### config.mk
export PLATFORM = sky130hd
export DESIGN_NAME = multicycle_control_unit
export DESIGN_NICKNAME = d
export VERILOG_FILES = /design/src/rtl/multicycle_control_unit.sv
export SDC_FILE = /design/constraint.sdc
export NUM_CORES = 1
export LEC_CHECK = 0
export BUFFER_PORTS_ARGS = -buffer_cell sky130_fd_sc_hd__buf_2
export CAP_MARGIN = 20
export CORE_MARGIN = 10
export CORE_UTILIZATION = 48
export CTS_BUF_LIST = sky130_fd_sc_hd__clkbuf_16
export DETAILED_ROUTE_END_ITERATION = 10
export PLACE_DENSITY = 0.83
export SETUP_SLACK_MARGIN = 0.3
export SLEW_MARGIN = 10
export SYNTH_ARGS = -nofsm -noshare
export SYNTH_HDL_FRONTEND = slang
export SYNTH_SLANG_ARGS = --single-unit
### constraint.sdc
create_clock -name clk -period 4.5 [get_ports clk]
set_input_delay 0.675 -clock clk [delete_from_list [all_inputs] [get_ports clk]]
set_output_delay 0.675 -clock clk [all_outputs]
set_load 0.02 [all_outputs]
### src/rtl/multicycle_control_unit.sv
// Multi-cycle Moore control FSM for the MIPS datapath: fetch/decode/execute/memory/writeback
// sequencing with a memory-ready handshake, optional wait timeout and a retired-instruction counter.
module multicycle_control_unit #(
    parameter int ALU_OP_W    = 2,
    parameter int CNT_W       = 32,
    parameter int EN_JUMP     = 1,
    parameter int MEM_TIMEOUT = 0
) (
    input  logic                clk,
    input  logic                rst,
    input  logic [5:0]          instr_op,
    input  logic                mem_ready,
    output logic                pc_write,
    output logic                pc_write_cond,
    output logic                iord,
    output logic                mem_read,
    output logic                mem_write,
    output logic                ir_write,
    output logic                mem_to_reg,
    output logic                reg_dst,
    output logic                reg_write,
    output logic                alu_src_a,
    output logic [1:0]          alu_src_b,
    output logic [ALU_OP_W-1:0] alu_op,
    output logic [1:0]          pc_source,
    output logic                illegal_op,
    output logic                mem_timeout,
    output logic                retire,
    output logic [CNT_W-1:0]    retire_count,
    output logic [3:0]          state_out
);

    localparam logic [5:0] OP_R    = 6'b000000;
    localparam logic [5:0] OP_LW   = 6'b100011;
    localparam logic [5:0] OP_SW   = 6'b101011;
    localparam logic [5:0] OP_BEQ  = 6'b000100;
    localparam logic [5:0] OP_ADDI = 6'b001000;
    localparam logic [5:0] OP_J    = 6'b000010;

    localparam logic [ALU_OP_W-1:0] ALU_ADD   = '0;
    localparam logic [ALU_OP_W-1:0] ALU_SUB   = ALU_OP_W'(1);
    localparam logic [ALU_OP_W-1:0] ALU_FUNCT = ALU_OP_W'(2);

    localparam int WAIT_W = (MEM_TIMEOUT > 1) ? $clog2(MEM_TIMEOUT) : 1;
    localparam logic [WAIT_W-1:0] WAIT_LAST = WAIT_W'((MEM_TIMEOUT > 0) ? MEM_TIMEOUT - 1 : 0);

    typedef enum logic [3:0] {
        S_FETCH    = 4'd0,
        S_DECODE   = 4'd1,
        S_MEM_ADDR = 4'd2,
        S_MEM_RD   = 4'd3,
        S_MEM_WB   = 4'd4,
        S_MEM_WR   = 4'd5,
        S_EXEC     = 4'd6,
        S_R_WB     = 4'd7,
        S_BRANCH   = 4'd8,
        S_ADDI_EX  = 4'd9,
        S_ADDI_WB  = 4'd10,
        S_JUMP     = 4'd11
    } state_t;

    typedef struct packed {
        logic                memRead;
        logic                iord;
        logic                memWrite;
        logic                memToReg;
        logic                regDst;
        logic                regWrite;
        logic                aluSrcA;
        logic [1:0]          aluSrcB;
        logic [ALU_OP_W-1:0] aluOp;
        logic [1:0]          pcSource;
        logic                pcWriteCond;
        logic                pcWriteJump;
        logic                fetch;
        logic                memWr;
        logic                retireFixed;
    } ctrl_t;

    state_t            state_q, state_d;
    ctrl_t             ctrl_q;
    logic [WAIT_W-1:0] waitCnt_q, waitCnt_d;
    logic [CNT_W-1:0]  retireCount_q;
    logic              memWait;
    logic              timeoutHit;
    logic              illegalOp;

    // Moore decode of a state; registered from the next state so outputs line up with state_q.
    function automatic ctrl_t decodeCtrl(input state_t s);
        ctrl_t c;
        c = '0;
        case (s)
            S_FETCH:    begin c.memRead = 1'b1; c.aluSrcB = 2'd1; c.fetch = 1'b1; end
            S_DECODE:   begin c.aluSrcB = 2'd3; end
            S_MEM_ADDR: begin c.aluSrcA = 1'b1; c.aluSrcB = 2'd2; end
            S_MEM_RD:   begin c.memRead = 1'b1; c.iord = 1'b1; end
            S_MEM_WB:   begin c.regWrite = 1'b1; c.memToReg = 1'b1; c.retireFixed = 1'b1; end
            S_MEM_WR:   begin c.memWrite = 1'b1; c.iord = 1'b1; c.memWr = 1'b1; end
            S_EXEC:     begin c.aluSrcA = 1'b1; c.aluOp = ALU_FUNCT; end
            S_R_WB:     begin c.regWrite = 1'b1; c.regDst = 1'b1; c.retireFixed = 1'b1; end
            S_BRANCH:   begin
                c.aluSrcA = 1'b1; c.aluOp = ALU_SUB; c.pcWriteCond = 1'b1;
                c.pcSource = 2'd1; c.retireFixed = 1'b1;
            end
            S_ADDI_EX:  begin c.aluSrcA = 1'b1; c.aluSrcB = 2'd2; c.aluOp = ALU_ADD; end
            S_ADDI_WB:  begin c.regWrite = 1'b1; c.retireFixed = 1'b1; end
            S_JUMP:     begin c.pcWriteJump = 1'b1; c.pcSource = 2'd2; c.retireFixed = 1'b1; end
            default:    ;
        endcase
        return c;
    endfunction

    assign memWait    = (state_q == S_FETCH) || (state_q == S_MEM_RD) || (state_q == S_MEM_WR);
    assign timeoutHit = (MEM_TIMEOUT > 0) && memWait && !mem_ready && (waitCnt_q == WAIT_LAST);

    always_comb begin
        state_d   = state_q;
        illegalOp = 1'b0;
        case (state_q)
            S_FETCH:    if (mem_ready) state_d = S_DECODE;
            S_DECODE: begin
                case (instr_op)
                    OP_LW, OP_SW: state_d = S_MEM_ADDR;
                    OP_R:         state_d = S_EXEC;
                    OP_BEQ:       state_d = S_BRANCH;
                    OP_ADDI:      state_d = S_ADDI_EX;
                    OP_J: begin
                        if (EN_JUMP != 0) begin
                            state_d = S_JUMP;
                        end else begin
                            state_d   = S_FETCH;
                            illegalOp = 1'b1;
                        end
                    end
                    default: begin
                        state_d   = S_FETCH;
                        illegalOp = 1'b1;
                    end
                endcase
            end
            S_MEM_ADDR: state_d = (instr_op == OP_SW) ? S_MEM_WR : S_MEM_RD;
            S_MEM_RD: begin
                if (mem_ready)       state_d = S_MEM_WB;
                else if (timeoutHit) state_d = S_FETCH;
            end
            S_MEM_WR:   if (mem_ready || timeoutHit) state_d = S_FETCH;
            S_EXEC:     state_d = S_R_WB;
            S_ADDI_EX:  state_d = S_ADDI_WB;
            default:    state_d = S_FETCH;
        endcase

        // A timeout re-enters FETCH, so it restarts the count like any other state entry.
        waitCnt_d = '0;
        if ((state_d == state_q) && memWait && !mem_ready && !timeoutHit) begin
            waitCnt_d = waitCnt_q + 1'b1;
        end
    end

    always_ff @(posedge clk) begin
        if (rst) begin
            state_q       <= S_FETCH;
            ctrl_q        <= decodeCtrl(S_FETCH);
            waitCnt_q     <= '0;
            retireCount_q <= '0;
        end else begin
            state_q   <= state_d;
            ctrl_q    <= decodeCtrl(state_d);
            waitCnt_q <= waitCnt_d;
            if (retire) retireCount_q <= retireCount_q + 1'b1;
        end
    end

    assign ir_write      = !rst && ctrl_q.fetch && mem_ready;
    assign pc_write      = ctrl_q.pcWriteJump || (!rst && ctrl_q.fetch && mem_ready);
    assign pc_write_cond = ctrl_q.pcWriteCond;
    assign iord          = ctrl_q.iord;
    assign mem_read      = ctrl_q.memRead;
    assign mem_write     = ctrl_q.memWrite;
    assign mem_to_reg    = ctrl_q.memToReg;
    assign reg_dst       = ctrl_q.regDst;
    assign reg_write     = ctrl_q.regWrite;
    assign alu_src_a     = ctrl_q.aluSrcA;
    assign alu_src_b     = ctrl_q.aluSrcB;
    assign alu_op        = ctrl_q.aluOp;
    assign pc_source     = ctrl_q.pcSource;
    assign retire        = !rst && (ctrl_q.retireFixed || (ctrl_q.memWr && mem_ready));
    assign illegal_op    = !rst && illegalOp;
    assign mem_timeout   = !rst && timeoutHit;
    assign retire_count  = retireCount_q;
    assign state_out     = state_q;

endmodule

* Yosys cells after proc, flatten, opt, wreduce, memory -nomap -nowiden *
Index checks and enable logic that the tools add are counted.
Widths: inputs -> output; s select.

word-level totals
  word-level logic and storage cells = 80
  flip-flop bits (word level) = 53
  input port bits = 9
  output and inout bits = 55

cells by class
  reduce and logical (&&, ||, !) cells = 19
  mux-type cells = 22
  equality and inequality tests = 22
  add/subtract/negate cells = 1

operators by type and width
  operator               number
  $add 32x1->32 const B  1
  $pmux 4 s7             1
  $eq 4x3->1 const B     6
  $eq 4x4->1 const B     5
  $pmux 4 s5             1
  $eq 4x2->1 const B     4
  $mux 1                 13
  $eq 6x6->1 const B     2
  $mux 4                 3
  $eq 4x1->1 const B     2
  $logic_not 4->1        2
  $pmux 2 s2             2
  $reduce_or 2->1        4
  $eq 6x2->1 const B     1
  $eq 6x3->1 const B     1
  $eq 6x4->1 const B     1
  $logic_not 6->1        1
  $pmux 2 s3             1
  $reduce_or 6->1        1
  $logic_and 1x1->1      5
  $reduce_or 5->1        1
  $reduce_or 4->1        1
  $mux 3                 1
  $reduce_or 3->1        1
  other kinds (2)        3

* Logic depth before layout (Yosys ltp) *
  depth after elaboration = 7
  gate-level depth with buffers = 8
  mapped depth without buffers = 6

* Worst setup path after synthesis *
OpenSTA, ideal clock, no wires.

  kind = input port to output port
  from = in instr_op[3]
  to = out illegal_op
  arrival = 1,517 ps
  stages on the path = 5
  setup slack = 2,308 ps
  data required time = 3,825 ps
  path buffers = 1
  cell sequence = clkbuf_1 -> xnor2_1 -> nor2_1 -> o21ai_0 -> and4_1

on the way
  longest elaborated chain between the ends = 5
  elaborated cells between the ends (all ways) = 10
  those cells by class = eq/ne: 5; mux: 2; reduce/logical: 3

ends and longest elaborated chain
  what                                      RTL line  source
  from (decl)                               11        input logic [5:0] instr_op,
  $eq 6x6->1, or another cell as far along  122       case (instr_op)
  $reduce_or 6->1 (no line) *               n/a
  $mux 1 *                                  n/a
  $mux 1 *                                  119       case (state_q)
  $logic_and 1x1->1 *                       187       assign illegal_op = !rst && illegalOp;
  to (decl)                                 26        output logic illegal_op,

Every way passes the cells marked *; elsewhere a longest branch is shown, timed or not.

* Worst setup path in the final report *
  from = in rst
  to = out pc_write

on the way
  longest elaborated chain between the ends = 4

ends and longest elaborated chain
  what                            RTL line  source
  from (decl)                     10        input logic rst,
  $logic_not 1->1                 n/a
  $logic_and 1x1->1 (2 in a row)  174       assign pc_write = ctrl_q.pcWriteJump || (!rst && ctrl_q.fetch && mem_ready);
  $logic_or 1x1->1                174
  to (decl)                       13        output logic pc_write,

No other way between the ends.

==> metrics.csv <==
stage,metric,value,unit
final_layout,area delta synth->final,15.1,%
synthesis,cell area after synthesis,2520,um2
grt,GR met2 Demand/Resource,0.236,
synthesis,Synth Warn #,0,
final_layout,fin cells,416,
floorplanning,DIE HEIGHT,92.5,um
clock_tree,Worst-path clk slew,0.06,ns
power_and_ir_drop,VDD IR max,135,uV
detailed_routing,post-route ant nets,0,
synthesis,post-synthesis mux area share,0.0124,
synthesis,ys flop type,dfxtp_1,
synthesis,post-synth net total,309,
final_layout,# fillers,484,
floorplanning,I/O pin total,64,
grt,first-pass GRT wire length,10100,um
timing,final worst path period share,0.688,
worst_setup_path,"critical path, cell by cell","buf_2, clkinv_1, and3_1, or2_2, buf_2",
synthesis,xor and xnor fraction of the mapped netlist area,0.0625,
clock_tree,clk root buf,clkbuf_16,
worst_setup_path,Setup CP Type,in2out,
timing,count of pins over their slew limit,0,
synthesis,largest family of logic cells by synthesized area,simple AND/OR/NAND/NOR gates,
worst_setup_path,r2r worst-path depth,5,
timing,Worst Tran Pin Value,0.814,ns
worst_setup_path,Crit. path cell count,5,
clock_tree,CTS Hold Bufs,0,
floorplanning,cell row count,26,
detailed_routing,First-pass DRT Iterations,5,
floorplanning,core box area,5110,um2
worst_setup_path,largest stage delay on the critical path,0.54,ns
synthesis,Mapped Cells,299,
timing,unrepaired setup endpoints after global routing,no,
detailed_routing,Initial DRC Count,159,
clock_tree,CTS Buf Count,5,
detailed_routing,post-DR vias/cell,5.60,
synthesis,cell taking the most area after synthesis,dfxtp_1,
worst_setup_path,"delay-heaviest family, CP",buffers and inverters,
timing,Fin Clk Skew,0.00323,ns
worst_setup_path,WP data required,3.83,ns
synthesis,syn_area_per_cell,8.44,um2
clock_tree,H-tree lvl count,2,
timing,Worst slew margin,0.453,
synthesis,post-synthesis register bit count,51,
worst_setup_path,Setup crit end,pc_write,
detailed_routing,average routed wire per standard cell,14.8,um
grt,vias in the first global route,2206,
clock_tree,CTS tree,done,
clock_tree,CTS resizes,0,
power_and_ir_drop,Power Density,311,nW/um2
status,status,"finished, final reports clean",
placement,dpl cells,407,
synthesis,asr flop ratio synth,0,
worst_setup_path,Critical Path AT,2.42,ns
timing,fmax,0.323,GHz
timing,Final Setup Violations,0,
grt,gr usage total,0.140,
clock_tree,Clock Tree Buf Depth,2,
synthesis,post-synth top area share,0.405,
grt,GR peak layer,met2,
worst_setup_path,Critical Path Start Type,input port,
clock_tree,postcts setup bufs,0,
floorplanning,die area,8560,um2
grt,M3 GR Usage,0.0460,
detailed_routing,Via Count,2331,
power_and_ir_drop,Leak,1.22,nW
clock_tree,Sink Count,51,
detailed_routing,final wirelength,6140,um
synthesis,post-synthesis compound-gate area fraction,0.126,
final_layout,diode count,0,
worst_setup_path,Critical path origin,rst,
power_and_ir_drop,Pwr Total,0.904,mW
final_layout,fin nets,355,
floorplanning,initial core utilization,0.494,
grt,largest net degree at the start of global routing,41,
grt,met1 global-route usage,0.159,
floorplanning,Die W,92.5,um
grt,grt ovf,0,
worst_setup_path,reg2reg start,state_out[3],
synthesis,Adder-Cell Fraction of Synth Area,0.00496,
final_layout,max reg flops,32,
worst_setup_path,slowest CP cell,buf_2,
placement,gpl congestion,0.844,
placement,pre-CTS setup slack,1.39,ns
synthesis,"EDFF count, synth",0,
clock_tree,worst skew pair latency,0.29,ns
timing,worst setup margin,1.41,ns
timing,TNS Setup,0,ns
detailed_routing,drt drc,0,
final_layout,layout cells sized above 1,0.228,
min_path,Hold WC Path Type,reg2reg,
timing,fin crit period,3.09,ns
timing,WHS,0.491,ns
synthesis,post-synthesis simple-gate area fraction,0.309,
placement,HPWL after DPL,4550,um
worst_setup_path,R2R setup slack,2.33,ns
synthesis,"top cells by area, synth","dfxtp_1 40%, nor2_1 5.1%, xnor2_1 3.5%",
worst_setup_path,endpoint class of the critical path,output pin,
synthesis,register area share after synthesis,0.405,
timing,final hold violations,0,
min_path,min-delay src,retire_count[30],
worst_setup_path,FF-to-FF End,alu_src_b[0],
placement,port buffer count,62,
worst_setup_path,crit path max fanout,40,
grt,initial antenna violation count,0,
worst_setup_path,most frequent CP cell,buf_2,
synthesis,Yosys cell types,51,
worst_setup_path,CP bufs+invs,3,
run,max_cap viols,0,
synthesized netlist by cell type, drive strengths merged, types with 4 or more instances:
master   n
a21oi   17
and3     7
and4     7
buf     18
clkbuf   6
dfxtp   51
inv      9
nand2   17
nand2b   4
nand3   14
nand4   12
nor2    34
nor3     9
nor4     5
o21a     4
o21ai   18
o31ai    4
or3     13
xnor2   10
xor2     8
cells by family after synthesis:
logic type	after synthesis
other	1
and+or+nand+nor	138
AOI/OAI and AO/OA	53
xor gates and xnor gates	18
buffers and inverters	34
adders and majority gates	1
muxes	3
DFF	51
worst reg2reg max path, cell delays in order (launching register included):
cell and delay [ns]:
dfxtp_1 0.58, nor4_1 0.18, and3_1 0.23, o31ai_1 0.70, inv_1 0.15, nor3_1 0.24
routing by layer:
| metal | part of all wire | vias to the layer above |
|---|---|---|
| li1 | - | 1152 |
| met4 | 0.020 | 0 |
| met1 | 0.42 | 1088 |
| met3 | 0.077 | 13 |
| met2 | 0.48 | 78 |
| met5 | 0 | - |
how the worst min path moves through the flow:
stage	endpoint	slack [ns]	cells past startpoint
after global routing	retire_count[31]	0.53	2
final	retire_count[30]	0.49	2
after floorplan	retire_count[31]	0.56	2
after CTS	retire_count[30]	0.50	2
after detailed placement	retire_count[30]	0.49	2
after global placement	retire_count[31]	0.47	2
layout make-up:
type	count	area (um2)	share of cell area
clock inverter	3	15.0	0.00517
multi-input combinational	214	1300	0.449
timing repair buffer	63	315	0.109
sequential	51	1020	0.352
inverter	10	37.5	0.0129
clock buffer	5	125	0.0431
tap	70	87.6	0.0302
cells in the final DEF, fill, tap and decap left out, types with 2 or more instances in the layout:
| cell type | count |
|---|---|
| buf_2 | 63 |
| dfxtp_1 | 51 |
| nor2_1 | 34 |
| o21ai_0 | 17 |
| nand2_1 | 17 |
| a21oi_1 | 17 |
| or3_1 | 13 |
| nand3_1 | 13 |
| xnor2_1 | 10 |
| nand4_1 | 10 |
| inv_1 | 9 |
| nor3_1 | 9 |
| xor2_1 | 8 |
| and4_1 | 7 |
| and3_1 | 6 |
| nor4_1 | 5 |
| clkbuf_16 | 5 |
| o21a_1 | 4 |
| nand2b_1 | 4 |
| o31ai_1 | 4 |
| and2_1 | 3 |
| or4_1 | 3 |
| clkinv_2 | 3 |
| nand4_4 | 2 |
| nor2b_1 | 2 |
| mux2i_1 | 2 |
| o311ai_1 | 2 |
| or3b_2 | 2 |
per-stage QoR:
step                      instance area, um2   util
final                                   2900  0.569
after global routing                    2900  0.569
after CTS                               2900  0.568
after detailed placement                2760  0.540
after global placement                  2760  0.540
after floorplan                         2520      -
power breakdown:
| group | switching [mW] | internal, mW | total [mW] | leakage (nW) |
|---|---|---|---|---|
| combinational | 0.0491 | 0.0251 | 0.0742 | 0.730 |
| sequential | 0.00711 | 0.460 | 0.467 | 0.412 |
| clock | 0.160 | 0.203 | 0.363 | 0.0733 |
| total | 0.217 | 0.688 | 0.904 | 1.22 |
Power figures use the tool's default switching activity.
